**src/rtl/mmio_uart_tx.sv**
```systemverilog
// Memory-mapped UART transmitter: TXDATA writes feed a FIFO, bytes go out 8N1 LSB-first on tx.
// Latency: store at edge N is popped at edge N+1, tx falls after edge N+2; rdata is combinational.
// Backpressure: none on the bus; a store to a full FIFO is dropped and sets sticky overflow.
// Optional even-parity framing (8E1) is built when UART_TX_PARITY_EN is defined.
module mmio_uart_tx #(
    parameter int CLKS_PER_BIT = 174,
    parameter int FIFO_DEPTH   = 8
) (
    input  logic        CLOCK_20,
    input  logic        RESET,
    input  logic        sel,
    input  logic        we,
    input  logic [3:0]  addr,
    input  logic [31:0] wdata,
    output logic [31:0] rdata,
    output logic        tx,
    output logic        busy
);

    localparam int PW = $clog2(FIFO_DEPTH);
    localparam int BW = $clog2(CLKS_PER_BIT);

    localparam logic [PW:0]   DEPTH_C   = (PW+1)'(FIFO_DEPTH);
    localparam logic [BW-1:0] BAUD_LAST = BW'(CLKS_PER_BIT - 1);

    localparam logic [2:0] S_IDLE   = 3'd0;
    localparam logic [2:0] S_START  = 3'd1;
    localparam logic [2:0] S_DATA   = 3'd2;
    localparam logic [2:0] S_STOP   = 3'd4;
`ifdef UART_TX_PARITY_EN
    localparam logic [2:0] S_PARITY = 3'd3;
    localparam logic       PAR_FLAG = 1'b1;
`else
    localparam logic       PAR_FLAG = 1'b0;
`endif

    // FIFO storage and bookkeeping
    logic [7:0]    mem_q [FIFO_DEPTH];
    logic [PW-1:0] wr_ptr_q, rd_ptr_q;
    logic [PW:0]   count_q, count_d;
    logic          ov_q, ov_d;

    // Serialiser state
    logic [2:0]    state_q, state_d;
    logic [BW-1:0] baud_q, baud_d;
    logic [2:0]    bit_q, bit_d;
    logic [7:0]    shift_q, shift_d;
    logic          tx_q, tx_d;
    logic          busy_q;
`ifdef UART_TX_PARITY_EN
    logic          parity_q, parity_d;
`endif

    logic wr_txdata, wr_status;
    logic full, empty, push, pop, baud_end;
    logic [7:0] head;
    logic [31:0] status;

    // Only the low byte of a store is transmitted; upper bits are don't-care.
    logic unused_wdata;
    assign unused_wdata = ^wdata[31:8];

    assign wr_txdata = sel & we & (addr == 4'h0);
    assign wr_status = sel & we & (addr == 4'h4);

    // Full/empty come from registered count, so a same-cycle pop never frees a slot for a push
    // and a freshly pushed byte is not visible to the FSM until the next cycle.
    assign full     = (count_q == DEPTH_C);
    assign empty    = (count_q == '0);
    assign push     = wr_txdata & ~full;
    assign pop      = (state_q == S_IDLE) & ~empty;
    assign head     = mem_q[rd_ptr_q];
    assign baud_end = (baud_q == BAUD_LAST);

    // Occupancy and sticky overflow; a set in the same cycle as a clear wins.
    always_comb begin
        count_d = count_q;
        case ({push, pop})
            2'b10:   count_d = count_q + (PW+1)'(1);
            2'b01:   count_d = count_q - (PW+1)'(1);
            default: count_d = count_q;
        endcase
        ov_d = ov_q;
        if (wr_txdata && full) begin
            ov_d = 1'b1;
        end else if (wr_status && wdata[3]) begin
            ov_d = 1'b0;
        end
    end

    // FIFO pointer, count and overflow registers
    always_ff @(posedge CLOCK_20 or posedge RESET) begin
        if (RESET) begin
            wr_ptr_q <= '0;
            rd_ptr_q <= '0;
            count_q  <= '0;
            ov_q     <= 1'b0;
        end else begin
            if (push) wr_ptr_q <= wr_ptr_q + PW'(1);
            if (pop)  rd_ptr_q <= rd_ptr_q + PW'(1);
            count_q <= count_d;
            ov_q    <= ov_d;
        end
    end

    // FIFO data array; contents need no reset since the pointers gate validity
    always_ff @(posedge CLOCK_20) begin
        if (push) mem_q[wr_ptr_q] <= wdata[7:0];
    end

    // Frame sequencer: IDLE pops, then START, 8 DATA bits, optional PARITY, STOP
    always_comb begin
        state_d = state_q;
        baud_d  = baud_q;
        bit_d   = bit_q;
        shift_d = shift_q;
`ifdef UART_TX_PARITY_EN
        parity_d = parity_q;
`endif
        if (state_q != S_IDLE) begin
            baud_d = baud_end ? '0 : baud_q + BW'(1);
        end
        case (state_q)
            S_IDLE: begin
                if (!empty) begin
                    shift_d = head;
                    baud_d  = '0;
                    bit_d   = '0;
                    state_d = S_START;
`ifdef UART_TX_PARITY_EN
                    parity_d = ^head;
`endif
                end
            end
            S_START: begin
                if (baud_end) state_d = S_DATA;
            end
            S_DATA: begin
                if (baud_end) begin
                    shift_d = {1'b0, shift_q[7:1]};
                    if (bit_q == 3'd7) begin
`ifdef UART_TX_PARITY_EN
                        state_d = S_PARITY;
`else
                        state_d = S_STOP;
`endif
                    end else begin
                        bit_d = bit_q + 3'd1;
                    end
                end
            end
`ifdef UART_TX_PARITY_EN
            S_PARITY: begin
                if (baud_end) state_d = S_STOP;
            end
`endif
            S_STOP: begin
                if (baud_end) state_d = S_IDLE;
            end
            default: state_d = S_IDLE;
        endcase
    end

    // Line level follows the current state; registering it delays tx one cycle behind the FSM
    always_comb begin
        tx_d = 1'b1;
        case (state_q)
            S_START:  tx_d = 1'b0;
            S_DATA:   tx_d = shift_q[0];
`ifdef UART_TX_PARITY_EN
            S_PARITY: tx_d = parity_q;
`endif
            default:  tx_d = 1'b1;
        endcase
    end

    // FSM and registered outputs; reset forces tx high immediately, aborting any frame
    always_ff @(posedge CLOCK_20 or posedge RESET) begin
        if (RESET) begin
            state_q <= S_IDLE;
            baud_q  <= '0;
            bit_q   <= '0;
            shift_q <= '0;
            tx_q    <= 1'b1;
            busy_q  <= 1'b0;
`ifdef UART_TX_PARITY_EN
            parity_q <= 1'b0;
`endif
        end else begin
            state_q <= state_d;
            baud_q  <= baud_d;
            bit_q   <= bit_d;
            shift_q <= shift_d;
            tx_q    <= tx_d;
            busy_q  <= (count_q != '0) || (state_q != S_IDLE);
`ifdef UART_TX_PARITY_EN
            parity_q <= parity_d;
`endif
        end
    end

    // Load path: combinational so a single-cycle lw completes in its own cycle
    always_comb begin
        status       = '0;
        status[0]    = full;
        status[1]    = empty;
        status[2]    = (state_q != S_IDLE);
        status[3]    = ov_q;
        status[4]    = PAR_FLAG;
        status[11:8] = 4'(count_q);
        rdata        = '0;
        if (sel && (addr == 4'h4)) rdata = status;
    end

    assign tx   = tx_q;
    assign busy = busy_q;

endmodule
```
**config.mk**
```make
export PLATFORM = sky130hd
export DESIGN_NAME = mmio_uart_tx
export DESIGN_NICKNAME = d
export VERILOG_FILES = /design/src/rtl/mmio_uart_tx.sv
export SDC_FILE = /design/constraint.sdc
export NUM_CORES = 1
export LEC_CHECK = 0
export ABC_AREA = 1
export BUFFER_PORTS_ARGS = -buffer_cell sky130_fd_sc_hd__buf_2
export CORE_MARGIN = 2
export CORE_UTILIZATION = 40
export CTS_BUF_LIST = sky130_fd_sc_hd__clkbuf_4 sky130_fd_sc_hd__clkbuf_8
export CTS_CLUSTER_DIAMETER = 100
export DETAILED_ROUTE_END_ITERATION = 10
export GPL_TIMING_DRIVEN = 0
export HOLD_SLACK_MARGIN = 0.06
export PLACE_DENSITY_LB_ADDON = 0.08
export SETUP_SLACK_MARGIN = 0.02
export SLEW_MARGIN = 10
export SYNTH_ARGS = -nofsm -noshare
export SYNTH_HDL_FRONTEND = slang
export SYNTH_SLANG_ARGS = --single-unit
```
**constraint.sdc**
```tcl
create_clock -name CLOCK_20 -period 4.7 [get_ports CLOCK_20]
set_clock_uncertainty 0.15 [all_clocks]
set_input_delay 0.94 -clock CLOCK_20 [delete_from_list [all_inputs] [get_ports CLOCK_20]]
set_output_delay 0.94 -clock CLOCK_20 [all_outputs]
set_load 0.005 [all_outputs]
```
==> summary.md, run 1 <==
| Metric | Value |
|---|---|
| Synth Area in XOR/XNOR | 0.005648 |
| Top-count cell post-synth | nand2_1 |
| Syn Area/Cell | about 9.7 µm² |
| Rows | 39 |
| Hold Path End | shift_q[6] |
| Reg2Reg Launch Point | state_q[1] |
| Status | complete, no violations |
| Hpwl dp | 6.525 mm |
| Crit path cell chain | buf_2 > inv_1 > nand3_1 > nor2_1 > nand2_1 > nor3b_1 > buf_2 |
| Root buf cell | clkbuf_8 |
| Arr. time, crit path | roughly 1800 ps |
| Synth Area in Compound Gates | 0.02878 |
| Mux contribution to synthesized area | 0 |
| Routability Congestion | slightly below 0.8 |
| Max IR drop VDD | between 200 and 250 µV |
| Register area share after synthesis | 0.6017 |
| Slowest cell delay on critical path | 220 ps |
| Diodes inserted | 0 |
| R2R Path End | count_q[2] |
| Pre-Repair DR Iteration Count | 4 |
| Net Sw Frac | 0.2632 |
| Sequential Power Share | 0.593 |
| Clk sinks | approximately 100 |
| Grt total ovfl | 0 |
| H-tree depth | 3 |
| Number of global-route vias before repair | between 3000 and 4000 |
| Psw | approximately 430 µW |
| Fin util | 0.4610 |
| Upper clock frequency limit | between 0.3 and 0.4 GHz |
| RSZ-0062 raised after global routing | no |
| Crit Path Max Fanout | 8 |
| Adder and majority gate portion of the synthesized area | 0.02421 |
| Routed len/inst | between 10 and 15 µm |
| Cell variety after synth | 34 |
| Post-synthesis simple-gate area fraction | 0.2628 |
| Top-area cell type share of the netlist area | 0.4131 |
| Commonest cells post-synth | nand2_1 (143), nand3_1 (65), edfxtp_1 (64) |
| Antenna violations before repair | 0 |
| Tot GR Track Use | 0.1626 |
| DRC | 0 |
| Part of the cycle the worst path needs | 0.6169 |
| Post-cts resize count | 0 |
| ANT nets after route | 0 |
| Flops & latches, synth | a little under 100 |
| Slowest cell on crit path | nor3b_1 |
| Top cells by area, synth | edfxtp_1 (41%), dfrtp_1 (18%), nand2_1 (12%), nand3_1 (7.0%), buf_4 (3.9%) |
| Relative slew slack | 0.4710 |
| P per Cell Area | roughly 310 nW/µm² |
| Primary FF master, synth | edfxtp_1 |
| Core area | ~11000 µm² |
| Share of power burned in the clock network | 0.337 |
| I/O Pins | 74 |
| Hold buffers post-CTS | 0 |
| Leakage power figure | 2.307 nW |
| Worst hold stages | 2 |
| Syn-to-layout area delta | 12.67% |
| Largest net degree at the start of global routing | 36 |
| Port bufs | 25 |
| Number of max-cap violations | 0 |
| Die Wd | approximately 110 µm |
| Routed WL | about 9.5 mm |
| CP Data Required Time | roughly 3600 ps |
| Fin. max-slew vios | 0 |
| Crit-path most repeated cell | buf_2 |
| Die ar. | between 10000 and 15000 µm² |
| Nets@finish | 590 |
| Period minus WS final | just under 3000 ps |
| CTS Buf Count | 9 |
| Worst Hold Launch | shift_q[6] |
| Global-route wire length before repair | between 15 and 20 mm |
| Setup TNS | 0 ps |
| Worst setup SP type | primary input |
| Worst min path class | reg2reg |
| Main combinational cell family by area after synthesis | simple AND/OR/NAND/NOR gates |
| Worst-skew pair later-pin latency | about 390 ps |
| Post-synth EDFFs | 64 |
| Logic gate share of total power | 0.070 |
| Share of layout cells above drive strength 1 | 0.1612 |
| Async SR Flop Fraction | 0.3535 |
| Setup bufs post-CTS | 0 |
| Worst R2R Path Depth | 12 |
| Int Pwr | 1.204 mW |
| CTS tree | yes |
| Post-synth top area cell | edfxtp_1 |
| Total number of vias | approximately 3300 |
| Vias/cell | just under 5 |
| Cells after Synth | approximately 480 |
| Crit end category | output pin |
| R2r setup slk | between 2000 and 2500 ps |
| Least-Margin Pin Slew | roughly 790 ps |
| Die height | 111.8 µm |
| Initial core utilization | 0.4092 |
| CTS clock-pin slew for the worst setup and hold paths | 100 ps |
| First-iteration detailed-routing DRC count | between 200 and 250 |
| Final hold violation count | 0 |
| Clk buf depth | 2 |
| Post-Syn Area | roughly 4700 µm² |
| Worst setup path class | in2out |
| Yosys warns | 0 |
| # setup viols final | 0 |
-- power by group through the flow --
| stage | clock network, mW | registers (mW) | logic, mW |
|---|---|---|---|
| CTS | 0.571 | 0.970 | 0.116 |
| finish | 0.550 | 0.969 | 0.114 |
| detailed placement | 0 | 0.988 | 0.115 |
| global placement | 0 | 0.987 | 0.113 |
| global route | 0.606 | 0.973 | 0.132 |
| floorplan | 0 | 0.983 | 0.0859 |
-- layout by cell type, fill, tap and decap left out, drive strengths merged --
cell type,n
xor2,2
clkbuf,16
nor2,49
clkinvlp,1
conb,24
dfstp,1
nand4,4
a21oi,2
nand2,146
o31ai,1
nor3b,2
edfxtp,64
a21o,1
nand3,66
xnor2,1
inv,33
o22ai,3
buf,55
ha,9
o211ai,2
or2,3
o21ai,15
nand3b,3
dfrtp,34
clkinv,3
nor3,6
-- worst max-delay path: cells and delay by family --
kind,cells,cell delay [ps]
buffers and inverters,3,290
AND/OR/NAND/NOR,4,580
-- sequential cells by signal (all words and copies together), names as in the netlist --
name / cells
count_q: 4
bit_q: 3
wr_ptr_q: 3
shift_q: 8
baud_q: 8
ov_q: 1
rd_ptr_q: 3
busy: 1
mem_q: 64
state_q: 3
tx: 1
-- per-layer routing --
metal | part of all wire | vias to the layer above | GRT usage
li1 | - | 1680 | -
met1 | 0.47 | 1560 | 0.2210
met2 | 0.47 | 65 | 0.2549
met3 | 0.046 | 8 | 0.03484
met4 | 0.011 | 0 | 0.06667
met5 | 0 | - | 0
-- metrics by stage --
step	cells	total power [mW]	hold WS, ps	setup slack, ps	cell area (µm²)
3_5_place_dp	673	1.104	316.4	1553	5042
4_1_cts	689	1.656	346.1	1781	5241
5_1_grt	689	1.711	358.5	1633	5241
3_3_place_gp	673	1.100	311.4	1586	5042
2_1_floorplan	505	1.069	293.4	1952	4738
6_report	689	1.634	339.5	1801	5241
-- worst max path at each step --
stage	startpoint	end	slack, ps
floorplan	addr[0]	count_q[2]	1950
global placement	addr[3]	mem_q[6][4]	1590
detailed placement	addr[3]	mem_q[6][5]	1550
CTS	addr[0]	rdata[0]	1780
global route	addr[0]	rdata[0]	1630
finish	addr[0]	rdata[0]	1800
-- cells by family after synthesis --
family,after synthesis
xor+xnor,3
compound gates,24
simple gates,279
fa+ha+maj,9
buf+inv,67
flops,99
other cells,1
-- final cells by class --
type                    instances  area [µm²]
clock inverters                 7       75.07
clock buffers                   9       123.9
inverters                      30       112.6
multi-input cells             339        1585
flip-flops and latches         99        2799
repair buffers                 25       125.1
fillers                      1118        6128
plain buffers                  37       241.5
well taps                     143       178.9
Power figures use the tool's default switching activity.
==> run 2, diff against run 1 <==
==> constraint.sdc (replaced) <==
create_clock -name CLOCK_20 -period 2.9 [get_ports CLOCK_20]
set_clock_uncertainty 0.15 [all_clocks]
set_input_delay 0.58 -clock CLOCK_20 [delete_from_list [all_inputs] [get_ports CLOCK_20]]
set_output_delay 0.58 -clock CLOCK_20 [all_outputs]
set_load 0.005 [all_outputs]
==> summary.md, run 2 (same netlist as run 1, synthesis figures left out) <==
| Metric | Value |
|---|---|
| Part of the cycle the worst path needs | 0.8922 |
| Root buf cell | clkbuf_8 |
| Crit end category | flop |
| P per Cell Area | slightly above 500 nW/µm² |
| Largest reg by FF count | mem_q |
| Worst min path class | in2async |
| DRC | 0 |
| Routed WL | approximately 9.5 mm |
| Die ar. | 12510 µm² |
| Post-route cell area | ~5200 µm² |
| CTS Buf Count | 9 |
| I/O Pins | 74 |
| Logic gate share of total power | 0.070 |
| Int Pwr | ~2.0 mW |
| Fillers | between 1000 and 1500 |
| Worst-skew pair later-pin latency | approximately 400 ps |
| Share of layout cells above drive strength 1 | 0.1612 |
| Fin. max-slew vios | 0 |
| Global-route wire length before repair | between 15 and 20 mm |
| Number of global-route vias before repair | a little over 3000 |
| Placement Cell Area | a little over 5000 µm² |
| Reg area | between 2000 and 3000 µm² |
| H-tree depth | 3 |
| Multi-input logic area | approximately 1600 µm² |
| Relative slew slack | 0.4710 |
| Final hold violation count | 0 |
| Initial core utilization | 0.4092 |
| Arr. time, crit path | about 2700 ps |
| Tot GR Track Use | 0.1626 |
| Grt total ovfl | 0 |
| Core area | between 10000 and 15000 µm² |
| CTS tree | yes |
| Pre-Repair DR Iteration Count | 4 |
| Die Wd | 111.8 µm |
| Top flop regs | mem_q x64, baud_q x8, shift_q x8 |
| First-iteration detailed-routing DRC count | approximately 210 |
| RSZ-0062 raised after global routing | no |
| Routed len/inst | roughly 14 µm |
| Leakage power figure | 2.307 nW |
| Share of power burned in the clock network | 0.337 |
| Setup TNS | 0 ps |
| # setup viols final | 0 |
| Net Sw Frac | 0.2636 |
| Hold buffers post-CTS | 0 |
| Die height | about 110 µm |
| Diodes inserted | 0 |
| Largest net degree at the start of global routing | 36 |
| Number of max-cap violations | 0 |
| Most common cell after layout, fill and taps aside | nand2_1 |
| Clk buf depth | 2 |
| Period minus WS final | 2587 ps |
| Total number of vias | between 3000 and 4000 |
| Antenna violations before repair | 0 |
| Max reg flops | 64 |
| Hpwl dp | around 6.5 mm |
| Upper clock frequency limit | about 0.39 GHz |
| ANT nets after route | 0 |
| Max IR drop VDD | 388.6 µV |
| Most frequent cells in the layout | nand2_1 (143), nand3_1 (65), edfxtp_1 (64) |
| Clk sinks | 99 |
| Port bufs | 25 |
| Sequential Power Share | 0.593 |
| Least-Margin Pin Slew | a little under 800 ps |
| Status | complete, no violations |
| Routability Congestion | about 0.8 |
| Vias/cell | about 4.8 |
| Syn-to-layout area delta | 12.78% |
| Crit Path Max Fanout | 7 |
| Worst setup SP type | flop |
| Rows | 39 |
| CP Data Required Time | ~3000 ps |
| Nets@finish | 590 |
| CTS clock-pin slew for the worst setup and hold paths | 110 ps |
| Worst setup path class | reg2reg |
| Psw | 698.5 µW |
run 2: cell counts in the layout (fill, tap and decap cells not counted):
Identical to the previous run, type by type.
run 2: cell type report:
type / count / area share
clock inverters: 7 / 0.01431
multi-input cells: 339 / 0.3031
plain buffers: 37 / 0.04603
inverters: 30 / 0.02146
repair buffers: 25 / 0.02385
clock buffers: 9 / 0.02361
well taps: 143 / 0.03410
flip-flops and latches: 99 / 0.5335
run 2: power by group through the flow:
stage	Sequential [mW]	Clock, mW	Combinational (mW)
finish	1.57	0.892	0.186
global route	1.58	0.982	0.214
CTS	1.57	0.925	0.188
detailed placement	1.60	0	0.187
global placement	1.60	0	0.182
floorplan	1.59	0	0.139
run 2: worst paths after layout:
kind                                  from           to  slack [ps]  cells after the start
min in group CLOCK_20             wdata[0]  mem_q[1][0]         310                      1
worst max-delay path            state_q[1]   count_q[2]         310                     12
worst min-delay path                 RESET   count_q[1]         160                      2
max in group asynchronous            RESET  wr_ptr_q[2]        1940                      2
worst max register to register  state_q[1]   count_q[2]         310                     12
worst min register to register  shift_q[6]   shift_q[6]         340                      2
run 2: per-layer routing:
metal	share of wire	global-route usage
met3	0.046	0.03484
met1	0.47	0.2210
met4	0.011	0.06667
met2	0.47	0.2549
met5	0	0
run 2: critical path, cell delays in order (launching register included):
cell and delay, ps:
dfrtp_1 470, nor3_4 340, inv_2 140, nor2_4 180
ha_1 240, nand2_1 90, inv_1 60, nor2_1 50
ha_1 170, a21o_1 150, or2_2 260, nand3_1 70
o21ai_0 70
run 2: stage by stage:
| step | instances | power [mW] | setup WS, ps | util | hold WS, ps |
|---|---|---|---|---|---|
| 2_1_floorplan | 505 | 1.732 | 507.3 | - | 293.4 |
| 3_3_place_gp | 673 | 1.783 | 146.4 | 0.4435 | 311.4 |
| 3_5_place_dp | 673 | 1.789 | 112.5 | 0.4435 | 316.4 |
| 4_1_cts | 689 | 2.684 | 172.5 | 0.4610 | 181.9 |
| 5_1_grt | 689 | 2.774 | 57.18 | 0.4614 | 221.8 |
| 6_report | 689 | 2.650 | 312.7 | 0.4614 | 162.8 |
run 2: what timing repair did:
item,CTS,global route
resized for setup,0,1
buffers inserted,0,0
setup endpoints to repair,0,1
